### config.mk
export PLATFORM = sky130hd
export DESIGN_NAME = ascon_state_serializer
export DESIGN_NICKNAME = d
export VERILOG_FILES = /design/src/rtl/ascon_state_serializer.sv
export SDC_FILE = /design/constraint.sdc
export NUM_CORES = 1
export LEC_CHECK = 0
export BUFFER_PORTS_ARGS = -buffer_cell sky130_fd_sc_hd__buf_4
export CAP_MARGIN = 20
export CORE_ASPECT_RATIO = 0.9
export CORE_MARGIN = 4
export CORE_UTILIZATION = 35
export DETAILED_ROUTE_END_ITERATION = 16
export RECOVER_POWER = 100
export SLEW_MARGIN = 25
export SYNTH_ARGS = -nofsm -noshare
export SYNTH_HDL_FRONTEND = slang
export SYNTH_SLANG_ARGS = --single-unit
### constraint.sdc
create_clock -name clk -period 13.6 [get_ports clk]
set_clock_uncertainty 0.05 [all_clocks]
set_input_delay 2.72 -clock clk [delete_from_list [all_inputs] [get_ports clk]]
set_output_delay 2.72 -clock clk [all_outputs]
set_load 0.05 [all_outputs]
### src/rtl/ascon_state_serializer.sv
// Ascon state serializer: captures a 320-bit state snapshot and streams a
// contiguous run of its 64-bit words over a valid/ready interface.
package ascon_pkg;
  typedef logic [63:0]  ascon_word_t;
  typedef logic [319:0] ascon_state_t;
endpackage

module ascon_state_serializer
  import ascon_pkg::*;
#(
  parameter int WORD_WIDTH = 64,
  parameter int NUM_WORDS  = 5
) (
  input  logic                  clk,
  input  logic                  rst,
  input  logic                  s_valid,
  output logic                  s_ready,
  input  logic [319:0]          s_state,
  input  logic [2:0]            s_first_idx,
  input  logic [2:0]            s_count,
  output logic                  m_valid,
  input  logic                  m_ready,
  output logic [WORD_WIDTH-1:0] m_word,
  output logic [2:0]            m_idx,
  output logic                  m_last,
  output logic                  busy,
  output logic                  err
);

  typedef enum logic {IDLE, SEND} st_t;

  localparam logic [3:0] NW4      = 4'(NUM_WORDS);
  localparam logic [3:0] LAST_IDX = 4'(NUM_WORDS - 1);

  st_t          st;
  ascon_state_t snap;
  logic [2:0]   idx;
  logic [2:0]   rem;
  logic [3:0]   sum;
  logic         hs;
  logic         hs_last;
  logic         accept;
  logic         legal;

  function automatic ascon_word_t pick(ascon_state_t s, logic [2:0] i);
    ascon_word_t w;
    w = '0;
    case (i)
      3'd0: w = s[63:0];
      3'd1: w = s[127:64];
      3'd2: w = s[191:128];
      3'd3: w = s[255:192];
      3'd4: w = s[319:256];
      default: w = '0;
    endcase
    return w;
  endfunction

  // 4-bit sum so first+count cannot wrap past the word count
  assign sum     = {1'b0, s_first_idx} + {1'b0, s_count};
  assign legal   = (s_count != 3'd0)
                 & ({1'b0, s_count} <= NW4)
                 & ({1'b0, s_first_idx} <= LAST_IDX)
                 & (sum <= NW4);
  assign hs      = m_valid & m_ready;
  assign hs_last = hs & m_last;
  assign s_ready = (st == IDLE) | hs_last;
  assign accept  = s_valid & s_ready;
  assign m_idx   = idx;
  assign busy    = (st == SEND);

  always_ff @(posedge clk or posedge rst) begin
    if (rst) begin
      st      <= IDLE;
      snap    <= '0;
      idx     <= '0;
      rem     <= '0;
      m_valid <= 1'b0;
      m_word  <= '0;
      m_last  <= 1'b0;
      err     <= 1'b0;
    end else begin
      err <= 1'b0;
      if (accept && legal) begin
        st      <= SEND;
        snap    <= s_state;
        idx     <= s_first_idx;
        rem     <= s_count;
        m_valid <= 1'b1;
        m_word  <= pick(s_state, s_first_idx);
        m_last  <= (s_count == 3'd1);
      end else if (accept) begin
        st      <= IDLE;
        err     <= 1'b1;
        m_valid <= 1'b0;
        m_last  <= 1'b0;
      end else if (hs && !m_last) begin
        idx    <= idx + 3'd1;
        rem    <= rem - 3'd1;
        m_word <= pick(snap, idx + 3'd1);
        m_last <= (rem == 3'd2);
      end else if (hs_last) begin
        st      <= IDLE;
        m_valid <= 1'b0;
        m_last  <= 1'b0;
      end
    end
  end

endmodule

==> impl_summary.log, run 1 <==
[metrics] unrepaired setup endpoints after global routing: false
[metrics] # hold bufs at CTS: 0
[metrics] critical path startpoint category: input pin
[metrics] synthesized area: 19900 sq um
[metrics] die width: 260 um
[metrics] total gr overflow: 0
[metrics] detailed placer's ending HPWL: 43.4 mm
[metrics] via count of the first global-routing pass: 16200
[metrics] path type of the worst setup path: input pin to flip-flop
[metrics] type of the most critical hold path: flip-flop to flip-flop
[metrics] maximum level of the CTS H-tree: 2
[metrics] crit path capture type: flip-flop
[metrics] Hold Fails Final Rpt: 0
[metrics] Syn Area/Cell: 13.1 sq um
[metrics] number of antenna violations at the first check in global routing: 5
[metrics] total number of yosys warnings: 0
[metrics] Die H: 234 um
[metrics] transition at the pin with the smallest max-transition slack: 4.09 ns
[metrics] share of layout cells above drive strength 1: 0.379
[metrics] Top-Level Pins: 402
[metrics] post-cts repair resize count: 0
[metrics] register bit count reported by yosys: 393
[metrics] placed standard-cell area: 23400 sq um
[metrics] static leakage: 10.4 nW
[metrics] count of inserted antenna diode cells: 0
[metrics] period utilisation layout: 0.677
[metrics] post-synth net total: 1862
[metrics] result of the run: finished with violations
[metrics] data arrival time of the critical path: 9.59 ns
[metrics] max-cap viol count: 8
[metrics] required time reported for the critical path endpoint: 13.99 ns
[metrics] clock period minus final worst setup slack: 9.20 ns
[metrics] Floorplan Core Area: 56000 sq um
[metrics] sequential-to-total area share from yosys stat: 0.493
[metrics] worst ir drop on vdd: 0.144 mV
[metrics] power share of the clock group: 0.222
[metrics] GR Util All Layers: 0.221
[metrics] ys async rst share: 1.00
[metrics] number of cell rows: 82
[metrics] Die ar.: 60900 sq um
[metrics] Final Slew Violations: 392
[metrics] Post-Route WL: 69.0 mm
[metrics] achievable frequency: 109 MHz
[metrics] area added between synthesis and finish: 22.1%
[metrics] post-route setup TNS: 0 ns
[metrics] violated checks: max-capacitance violations, max-slew violations
[metrics] share of total power in combinational logic: 0.396
[metrics] via count normalized by instance count: 5.73
[metrics] number of buffers on the longest clock path: 3
[metrics] starting density of the core: 0.356
[metrics] CTS Root Buffer Type: clkbuf_16
[metrics] power per standard cell area: 221 nW/um^2
[metrics] count of routing violations after the opening detailed-route iteration: 1077
[metrics] top fanout value on the critical path: 54
[metrics] Final Cell Area: 24300 sq um
[metrics] number of DRC violations after detailed routing: 0
[metrics] area occupied by multi-input gates: 9150 sq um
[metrics] Seq. cell area: 9830 sq um
[metrics] number of buffers added by the clock tree synthesis step: 45
[metrics] Synth Flop Type: dfrtp_1
[metrics] slew margin rel.: -1.72
[metrics] antenna-violating nets left: 0
[metrics] number of distinct library cells after synthesis: 52
[metrics] synthesized instance count: 1520
[metrics] post-route worst setup slack: 4.40 ns
[metrics] first-pass iteration count of the detailed router: 6
[metrics] net count of the finished layout: 2194
[metrics] clk slew on worst S/H paths: 0.06 ns
[metrics] final number of setup-violating endpoints: 0
[metrics] # Post-CTS Setup Buffers: 0
[metrics] net switching component of the power: 2.10 mW
[metrics] buffers added on ports: 401
[metrics] EDFF count, synth: 0
[metrics] clock latency reported for the late side of the worst-skew pair: 0.57 ns
[metrics] switching portion of total power: 0.390
[metrics] DR vias: 15100
[metrics] sinks on the clock net: 393
[metrics] pin count of the biggest net entering global routing: 172
[metrics] detail-routed net length per standard cell: 26.2 um
[metrics] portion of total power attributed to sequential cells: 0.382
[metrics] Final Total Pwr: 5.37 mW
[metrics] total of fill cells in the finished design: 5331
[metrics] CTS tree: yes
[metrics] last weighted congestion value of the routability-driven placer: 0.807
[metrics] final cell utilization of the core: 0.435
[metrics] wire length of the first global-routing pass: 102 mm
[metrics] Internal Dissipation: 3.28 mW
[metrics] DP Worst Slack: 6.58 ns
## layout by cell type, fill, tap and decap left out, drive strengths merged, types with 2 or more instances in the layout
master | Yosys | layout
nand3b | 10 | 10
a21oi | 5 | 5
o311ai | 22 | 22
buf | 77 | 349
ha | 11 | 11
clkinv | 0 | 10
nor2b | 3 | 3
a211oi | 3 | 3
o21ai | 60 | 60
inv | 9 | 8
a22oi | 122 | 122
mux4 | 19 | 19
o221ai | 2 | 2
bufinv | 0 | 2
a311oi | 2 | 2
dfrtp | 393 | 393
o211ai | 62 | 62
clkbuf | 66 | 140
clkinvlp | 0 | 2
o31ai | 2 | 2
o2bb2ai | 36 | 36
and2 | 2 | 2
nor2 | 10 | 10
a221oi | 32 | 32
nand3 | 40 | 40
nand2 | 26 | 26
nand2b | 2 | 2
xnor2 | 3 | 3
mux2 | 325 | 325
a222oi | 25 | 25
mux2i | 138 | 138
## final cells by class
class                           count  area share
Inverter                            9     0.00144
Timing Repair Buffer              428       0.122
Sequential cell                   393       0.404
Multi-Input combinational cell    975       0.376
Clock buffer                       61      0.0525
Clock inverter                     13     0.00560
Tap cell                          756      0.0389
## stage by stage
step / hold WS (ns) / std cells
2_1_floorplan: 0.413 / 1520
3_3_place_gp: 0.425 / 2559
3_5_place_dp: 0.430 / 2560
4_1_cts: 0.443 / 2634
5_1_grt: 0.457 / 2635
6_report: 0.436 / 2635
## state kept, by name (all words and copies together), names as in the netlist
name    count
err         1
m_idx       3
busy        1
snap      320
m_word     64
rem         3
m_last      1
## synth_stat cells (all sizes together) (3+ instances only)
master | instances | share of area
dfrtp | 393 | 0.49
mux2 | 325 | 0.19
mux2i | 138 | 0.069
a22oi | 122 | 0.046
buf | 77 | 0.031
clkbuf | 66 | 0.012
o211ai | 62 | 0.023
o21ai | 60 | 0.015
nand3 | 40 | 0.010
o2bb2ai | 36 | 0.016
a221oi | 32 | 0.014
nand2 | 26 | 0.0049
a222oi | 25 | 0.013
o311ai | 22 | 0.0097
mux4 | 19 | 0.021
ha | 11 | 0.0069
nand3b | 10 | 0.0038
nor2 | 10 | 0.0019
inv | 9 | 0.0017
a21oi | 5 | 0.0013
a211oi | 3 | 0.0011
nor2b | 3 | 0.0013
xnor2 | 3 | 0.0013
## worst max-delay path, cell delays in order
cell	delay, ns
clkbuf_1	0.27
ha_1	0.25
fa_1	0.44
nor2b_1	0.16
o31a_1	0.56
nor3_1	1.83
clkbuf_1	2.71
mux2_2	0.50
## kinds of logic (layout without fill, tap and decap cells)
group | Yosys count | in the layout | synth area share
AO/OA/AOI/OAI | 375 | 375 | 0.143
XOR/XNOR | 3 | 3 | 0.00132
adder cells (fa/ha/maj) | 12 | 12 | 0.00790
buffers and inverters | 152 | 511 | 0.0453
flip-flops | 393 | 393 | 0.493
multiplexers | 482 | 482 | 0.282
AND/OR/NAND/NOR | 103 | 103 | 0.0282
## power by group through the flow
stage	registers (mW)	clock network (mW)	logic (mW)
floorplan	2.26	0	1.27
global placement	2.04	0	2.20
detailed placement	2.07	0	2.26
CTS	2.05	1.22	2.26
global route	2.11	1.27	2.29
finish	2.06	1.19	2.13
## final timing paths
kind | start | to | slack, ns | cells past startpoint
max | s_first_idx[0] | snap[62]$_DFFE_PP0N_ | 4.40 | 8
min | snap[2]$_DFFE_PP0N_ | snap[2]$_DFFE_PP0N_ | 0.44 | 1
max reg2reg | busy$_DFFE_PP0P_ | snap[62]$_DFFE_PP0N_ | 6.90 | 5
min reg2reg | snap[2]$_DFFE_PP0N_ | snap[2]$_DFFE_PP0N_ | 0.44 | 1
max in group asynchronous | rst | snap[172]$_DFFE_PP0N_ | 6.44 | 3
min in group asynchronous | rst | snap[132]$_DFFE_PP0N_ | 2.53 | 2
## layer usage
layer | global-route usage | vias up | share of wire
li1 | - | 6552 | -
met1 | 0.289 | 7800 | 0.42
met2 | 0.363 | 588 | 0.48
met3 | 0.0555 | 147 | 0.077
met4 | 0.0691 | 10 | 0.028
met5 | 0 | - | 0.0011
(Power assumes the default switching activity.)
==> inputs of run 2 (changes only) <==
ABC_AREA = 1   (was default)
clock period = 7.65 ns   (was 13.6 ns; I/O delays follow)
==> impl_summary.log, run 2 <==
[metrics] result of the run: finished with violations
[metrics] violated checks: max-capacitance violations, max-slew violations
[metrics] number of antenna violations at the first check in global routing: 6 (+1)
[metrics] placed standard-cell area: 23600 sq um (+0.80%)
[metrics] net count of the finished layout: 3479 (+59%)
[metrics] metal1 wirelength: 32.4 mm (+12%)
[metrics] number of placed instances with taps included: 3853 (+51%)
[metrics] starting density of the core: 0.353 (-0.00285)
[metrics] Final Slew Violations: 406 (+3.6%)
[metrics] number of distinct library cells after synthesis: 26 (-50%)
[metrics] clock latency reported for the late side of the worst-skew pair: 0.56 ns (about the same)
[metrics] Post-Route WL: 71.7 mm (+3.9%)
[metrics] Syn Area/Cell: 7.08 sq um (-46%)
[metrics] antenna-violating nets left: 0 (unchanged)
[metrics] first-pass iteration count of the detailed router: 7 (+1)
[metrics] top library cells by usage in the layout, fill and taps aside: 1422 x nand2_1, 393 x dfrtp_1, 339 x buf_4
[metrics] unrepaired setup endpoints after global routing: false
[metrics] critical path startpoint category: input pin
[metrics] wire length of the first global-routing pass: 110 mm (+7.8%)
[metrics] period utilisation layout: 0.776
[metrics] Hold Fails Final Rpt: 0 (unchanged)
[metrics] DR vias: 19200 (+27%)
[metrics] die width: 261 um (+0.46%)
[metrics] post-route setup TNS: 0 ns (unchanged)
[metrics] CTS Root Buffer Type: clkbuf_16
[metrics] synth top area cells: dfrtp_1 49%, nand2_1 27%, o21ai_0 6.1%
[metrics] maximum level of the CTS H-tree: 2 (unchanged)
[metrics] Seq. cell area: 9830 sq um (unchanged)
[metrics] synthesized area: 20100 sq um (+0.96%)
[metrics] # hold bufs at CTS: 0 (unchanged)
[metrics] EDFF count, synth: 0 (unchanged)
[metrics] number of buffers on the longest clock path: 3 (unchanged)
[metrics] ys async rst share: 1.00 (unchanged)
[metrics] count of cells along the worst hold path: 2 (+1)
[metrics] area added between synthesis and finish: 22.6%
[metrics] path depth of the worst reg2reg path: 11 (+6)
[metrics] routed length on met2: 33.0 mm (+0.40%)
[metrics] type of the most critical hold path: flip-flop to flip-flop
[metrics] final number of setup-violating endpoints: 0 (unchanged)
[metrics] register containing the most flip-flops in the final layout: snap
[metrics] area occupied by multi-input gates: 8910 sq um (-2.6%)
[metrics] transition at the pin with the smallest max-transition slack: 3.63 ns (-0.455 ns)
[metrics] via count normalized by instance count: 4.88 (-15%)
[metrics] post-synth net total: 3184 (+71%)
[metrics] # Post-CTS Setup Buffers: 0 (unchanged)
[metrics] number of buffers added by the clock tree synthesis step: 46 (+2.2%)
[metrics] worst ir drop on vdd: 0.192 mV (+33%)
[metrics] top fanout value on the critical path: 155 (+190%)
[metrics] post-cts repair resize count: 0 (unchanged)
[metrics] filler-free cell count of the finished design: 3934 (+49%)
[metrics] share of the synthesized area in the top cell type: 0.488 (-0.00469)
[metrics] required time reported for the critical path endpoint: 8.05 ns (-5.94 ns)
[metrics] Die ar.: 61400 sq um (+0.93%)
[metrics] flip-flop count of the largest register, all copies and words added: 320 (unchanged)
[metrics] Die H: 236 um (+0.46%)
[metrics] static leakage: 12.6 nW (+21%)
[metrics] number of cell rows: 83 (+1.2%)
[metrics] routed length on met3: 4.84 mm (-8.9%)
[metrics] clk slew on worst S/H paths: 0.06 ns (about the same)
[metrics] sinks on the clock net: 393 (unchanged)
[metrics] number of DRC violations after detailed routing: 0 (unchanged)
[metrics] synthesized instance count: 2842 (+87%)
[metrics] pin count of the biggest net entering global routing: 156 (-9.3%)
[metrics] slew margin rel.: -1.42 (+0.303)
[metrics] clock period minus final worst setup slack: 5.94 ns
[metrics] share of layout cells above drive strength 1: 0.136 (-0.243)
[metrics] detail-routed net length per standard cell: 18.2 um (-30%)
[metrics] detailed placer's ending HPWL: 44.0 mm (+1.4%)
[metrics] total number of yosys warnings: 0 (unchanged)
[metrics] largest area contributor in the synthesized netlist: dfrtp_1
[metrics] Final Cell Area: 24700 sq um (+1.4%)
[metrics] count of routing violations after the opening detailed-route iteration: 1602 (+49%)
[metrics] Largest regs: snap: 320 flops, m_word: 64 flops
[metrics] max-cap viol count: 4 (-4)
[metrics] total gr overflow: 0 (unchanged)
[metrics] commonest non-fill, non-tap cell in the layout: nand2_1
[metrics] GR Util All Layers: 0.228 (+0.00780)
[metrics] total of fill cells in the finished design: 6014 (+13%)
[metrics] leading cell types by count after synthesis: 1424 x nand2_1, 393 x dfrtp_1, 247 x o21ai_0
[metrics] most frequent cell after synthesis: nand2_1
[metrics] buffers added on ports: 401 (unchanged)
[metrics] sequential-to-total area share from yosys stat: 0.488 (-0.00469)
[metrics] Top-Level Pins: 402 (unchanged)
[metrics] max layer used: met5
[metrics] power per standard cell area: 367 nW/um^2 (+66%)
[metrics] register bit count reported by yosys: 393 (unchanged)
[metrics] Synth Flop Type: dfrtp_1
[metrics] crit path capture type: flip-flop
[metrics] via count of the first global-routing pass: 18700 (+16%)
[metrics] last weighted congestion value of the routability-driven placer: 0.778 (-3.6%)
[metrics] data arrival time of the critical path: 6.34 ns (-3.25 ns)
[metrics] worst hold slack after final layout: 0.425 ns (-0.0107 ns)
[metrics] Floorplan Core Area: 57000 sq um (+1.8%)
[metrics] CTS tree: yes
[metrics] achievable frequency: 168 MHz
[metrics] path type of the worst setup path: input pin to flip-flop
run 2: cell types whose count changed in the layout (fill, tap and decap cells not counted), moves of 66 or more:
| cell | delta |
|---|---|
| mux2_2 | -255 |
| nand3_1 | +163 |
| o21ai_0 | +192 |
| inv_1 | +142 |
| mux2i_1 | -138 |
| nand2_1 | +1396 |
| a22oi_1 | -122 |
| mux2_1 | -66 |
| nor2_1 | +131 |
run 2: layout make-up:
class | count | area share
Sequential cell | 393 | 0.398
Multi-Input combinational cell | 2114 | 0.361
Clock buffer | 71 | 0.0545
Tap cell | 765 | 0.0388
Clock inverter | 5 | 0.00228
Inverter | 159 | 0.0246
Antenna cell | 4 | 0.000405
Timing Repair Buffer | 423 | 0.120
run 2: layer usage:
layer | track usage | vias to the layer above
met5 | 0 | -
met4 | 0.0584 | 4
met3 | 0.0421 | 93
met2 | 0.361 | 588
met1 | 0.324 | 9029
li1 | - | 9489
run 2: cell families (layout without fill, tap and decap cells):
logic type               after synthesis  after routing  synth area share
AO/OA/AOI/OAI                        298            298            0.0767
XOR/XNOR                               2              2          0.000870
adder cells (fa/ha/maj)               12             12           0.00783
buffers and inverters                335            658            0.0719
flip-flops                           393            393             0.488
other                                  0              4                 0
AND/OR/NAND/NOR                     1802           1802             0.354
run 2: worst max-delay path: stages:
cell and delay, ns:
clkbuf_1 1.51, ha_1 0.43, fa_1 0.43, nand3_1 0.11, nand2_1 0.06, inv_1 0.08
nand3_4 0.49, inv_8 0.73, buf_12 0.46, nand2_1 0.12, nand2_1 0.09, nand2_1 0.05
run 2: metrics by stage:
stage | util | setup slack, ns | total power [mW]
3_5_place_dp | 0.413 | 2.38 | 7.14
2_1_floorplan | - | 0.782 | 5.92
4_1_cts | 0.438 | 2.98 | 9.29
6_report | 0.433 | 1.71 | 9.06
3_3_place_gp | 0.413 | 2.42 | 7.09
5_1_grt | 0.433 | 1.39 | 9.76
run 2: final timing paths:
path                                       from                      to  slack, ns
setup / recovery                 s_first_idx[0]  m_word[51]$_DFFE_PP0P_       1.71
hold / removal             snap[11]$_DFFE_PP0N_    snap[11]$_DFFE_PP0N_       0.43
setup reg to reg           m_idx[0]$_DFFE_PP0P_  m_word[45]$_DFFE_PP0P_       3.93
hold reg to reg            snap[11]$_DFFE_PP0N_    snap[11]$_DFFE_PP0N_       0.43
max in group asynchronous                   rst    snap[25]$_DFFE_PP0N_       2.32
min in group asynchronous                   rst    snap[83]$_DFFE_PP0N_       1.17
run 2: power breakdown:
group          leakage (nW)  switching [mW]  internal, mW
clock network         0.682           0.864          1.23
registers              4.89           0.503          3.10
logic                  7.03            2.36          1.00
total                  12.6            3.72          5.34
==> inputs of run 3 (changes only) <==
clock period = 5.86 ns   (was 7.65 ns; I/O delays follow)
==> impl_summary.log, run 3 (same netlist as run 2, synthesis figures left out) <==
[metrics] result of the run: finished with violations
[metrics] violated checks: max-capacitance violations, max-slew violations
[metrics] share of layout cells above drive strength 1: 0.142 (+0.00592)
[metrics] critical path startpoint category: input pin
[metrics] post-route setup TNS: 0 ns (unchanged)
[metrics] count of cells along the worst hold path: 2 (unchanged)
[metrics] GR Util All Layers: 0.228 (-0.000356)
[metrics] Largest regs: snap: 320 flops, m_word: 64 flops
[metrics] number of cell rows: 83 (unchanged)
[metrics] Hold Fails Final Rpt: 0 (unchanged)
[metrics] register containing the most flip-flops in the final layout: snap
[metrics] pin count of the biggest net entering global routing: 164 (+5.1%)
[metrics] count of routing violations after the opening detailed-route iteration: 1713 (+6.9%)
[metrics] top library cells by usage in the layout, fill and taps aside: 1422 x nand2_1, 393 x dfrtp_1, 344 x buf_4
[metrics] placed standard-cell area: 23700 sq um (+0.38%)
[metrics] max-cap viol count: 4 (unchanged)
[metrics] maximum level of the CTS H-tree: 2 (unchanged)
[metrics] number of antenna violations at the first check in global routing: 6 (unchanged)
[metrics] number of buffers added by the clock tree synthesis step: 46 (unchanged)
[metrics] slew margin rel.: -0.482 (+0.939)
[metrics] detailed placer's ending HPWL: 44.9 mm (+2.0%)
[metrics] Die H: 236 um (unchanged)
[metrics] commonest non-fill, non-tap cell in the layout: nand2_1
[metrics] transition at the pin with the smallest max-transition slack: 2.22 ns (-1.41 ns)
[metrics] post-cts repair resize count: 0 (unchanged)
[metrics] # hold bufs at CTS: 0 (unchanged)
[metrics] unrepaired setup endpoints after global routing: false
[metrics] last weighted congestion value of the routability-driven placer: 0.807 (+3.7%)
[metrics] Final Total Pwr: 12.1 mW (+34%)
[metrics] wire length of the first global-routing pass: 110 mm (-0.45%)
[metrics] die width: 261 um (unchanged)
[metrics] final number of setup-violating endpoints: 0 (unchanged)
[metrics] required time reported for the critical path endpoint: 6.27 ns (-1.78 ns)
[metrics] DR vias: 19400 (+1.3%)
[metrics] Final Slew Violations: 130 (-68%)
[metrics] path type of the worst setup path: input pin to flip-flop
[metrics] data arrival time of the critical path: 5.11 ns (-1.23 ns)
[metrics] top fanout value on the critical path: 54 (-65%)
[metrics] buffers added on ports: 401 (unchanged)
[metrics] starting density of the core: 0.353 (unchanged)
[metrics] clk slew on worst S/H paths: 0.06 ns (about the same)
[metrics] worst hold slack after final layout: 0.425 ns (+0.000394 ns)
[metrics] CTS tree: yes
[metrics] # Post-CTS Setup Buffers: 0 (unchanged)
[metrics] worst ir drop on vdd: 0.198 mV (+3.1%)
[metrics] achievable frequency: 213 MHz
[metrics] type of the most critical hold path: flip-flop to flip-flop
[metrics] flip-flop count of the largest register, all copies and words added: 320 (unchanged)
[metrics] Final Cell Area: 25000 sq um (+1.2%)
[metrics] Die ar.: 61400 sq um (unchanged)
[metrics] Top-Level Pins: 402 (unchanged)
[metrics] detail-routed net length per standard cell: 18.2 um (about the same)
[metrics] first-pass iteration count of the detailed router: 6 (-1)
[metrics] path depth of the worst reg2reg path: 11 (unchanged)
[metrics] power per standard cell area: 486 nW/um^2 (+32%)
[metrics] clock latency reported for the late side of the worst-skew pair: 0.57 ns (about the same)
[metrics] total gr overflow: 0 (unchanged)
[metrics] via count of the first global-routing pass: 18700 (-0.12%)
[metrics] antenna-violating nets left: 0 (unchanged)
[metrics] number of buffers on the longest clock path: 3 (unchanged)
[metrics] via count normalized by instance count: 4.92 (+0.86%)
[metrics] crit path capture type: flip-flop
[metrics] Post-Route WL: 72.1 mm (+0.46%)
[metrics] net count of the finished layout: 3487 (+0.23%)
[metrics] final cell utilization of the core: 0.438 (+0.00516)
[metrics] CTS Root Buffer Type: clkbuf_16
[metrics] sinks on the clock net: 393 (unchanged)
[metrics] period utilisation layout: 0.802
[metrics] area added between synthesis and finish: 24.1%
[metrics] number of DRC violations after detailed routing: 0 (unchanged)
[metrics] clock period minus final worst setup slack: 4.70 ns
[metrics] static leakage: 12.8 nW (+1.2%)
[metrics] Floorplan Core Area: 57000 sq um (unchanged)
## run 3: cell count changes in the layout (fill, tap and decap cells not counted), moves of 3 or more
cell	before	now
buf_12	4	9
buf_4	339	344
clkbuf_2	4	0
bufinv_16	1	4
clkinv_2	2	9
clkbuf_8	8	12
clkbuf_1	89	84
## run 3: cell type report
class	count	area (sq um)
Fill cell	5943	32000
Antenna cell	4	10.0
Clock buffer	68	1420
Timing Repair Buffer	431	3060
Sequential cell	393	9830
Tap cell	765	957
Clock inverter	16	188
Inverter	159	606
Multi-Input combinational cell	2114	8910
## run 3: per-layer routing
layer,share of wire,vias to the layer above,global-route usage
li1,-,9504,-
met1,0.45,9124,0.325
met2,0.45,704,0.355
met3,0.078,111,0.0455
met4,0.022,4,0.0600
met5,0.00031,-,0
## run 3: where the power goes
part	switching, mW	leakage, nW	total [mW]	internal [mW]
sequential	0.668	4.89	4.72	4.05
clock	1.20	0.791	3.05	1.85
combinational	3.06	7.07	4.38	1.32
total	4.93	12.8	12.1	7.21
## run 3: critical path: stages
cell	delay, ns
clkbuf_1	1.50
ha_1	0.43
fa_1	0.21
inv_1	0.05
nand2_1	0.05
nand3_1	0.08
nand2_1	0.07
inv_1	0.06
nand3_4	0.12
buf_4	0.48
buf_4	0.50
o21ai_0	0.17
nand2_1	0.11
nand2_1	0.05
## run 3: final timing paths
kind | from | to | slack, ns
worst max-delay path | s_first_idx[0] | m_word[35]$_DFFE_PP0P_ | 1.16
worst min-delay path | snap[38]$_DFFE_PP0N_ | snap[38]$_DFFE_PP0N_ | 0.43
worst max register to register | m_idx[0]$_DFFE_PP0P_ | m_word[45]$_DFFE_PP0P_ | 2.04
worst min register to register | snap[38]$_DFFE_PP0N_ | snap[38]$_DFFE_PP0N_ | 0.43
max in group asynchronous | rst | snap[112]$_DFFE_PP0N_ | 2.11
min in group asynchronous | rst | m_word[20]$_DFFE_PP0P_ | 0.93
## run 3: stage by stage
| stage | std cells | setup WS [ns] |
|---|---|---|
| after floorplan | 2842 | -0.650 |
| after global placement | 3862 | 1.80 |
| final | 3950 | 1.16 |
| after CTS | 3946 | 1.95 |
| after detailed placement | 3862 | 1.66 |
| after global routing | 3949 | 1.01 |
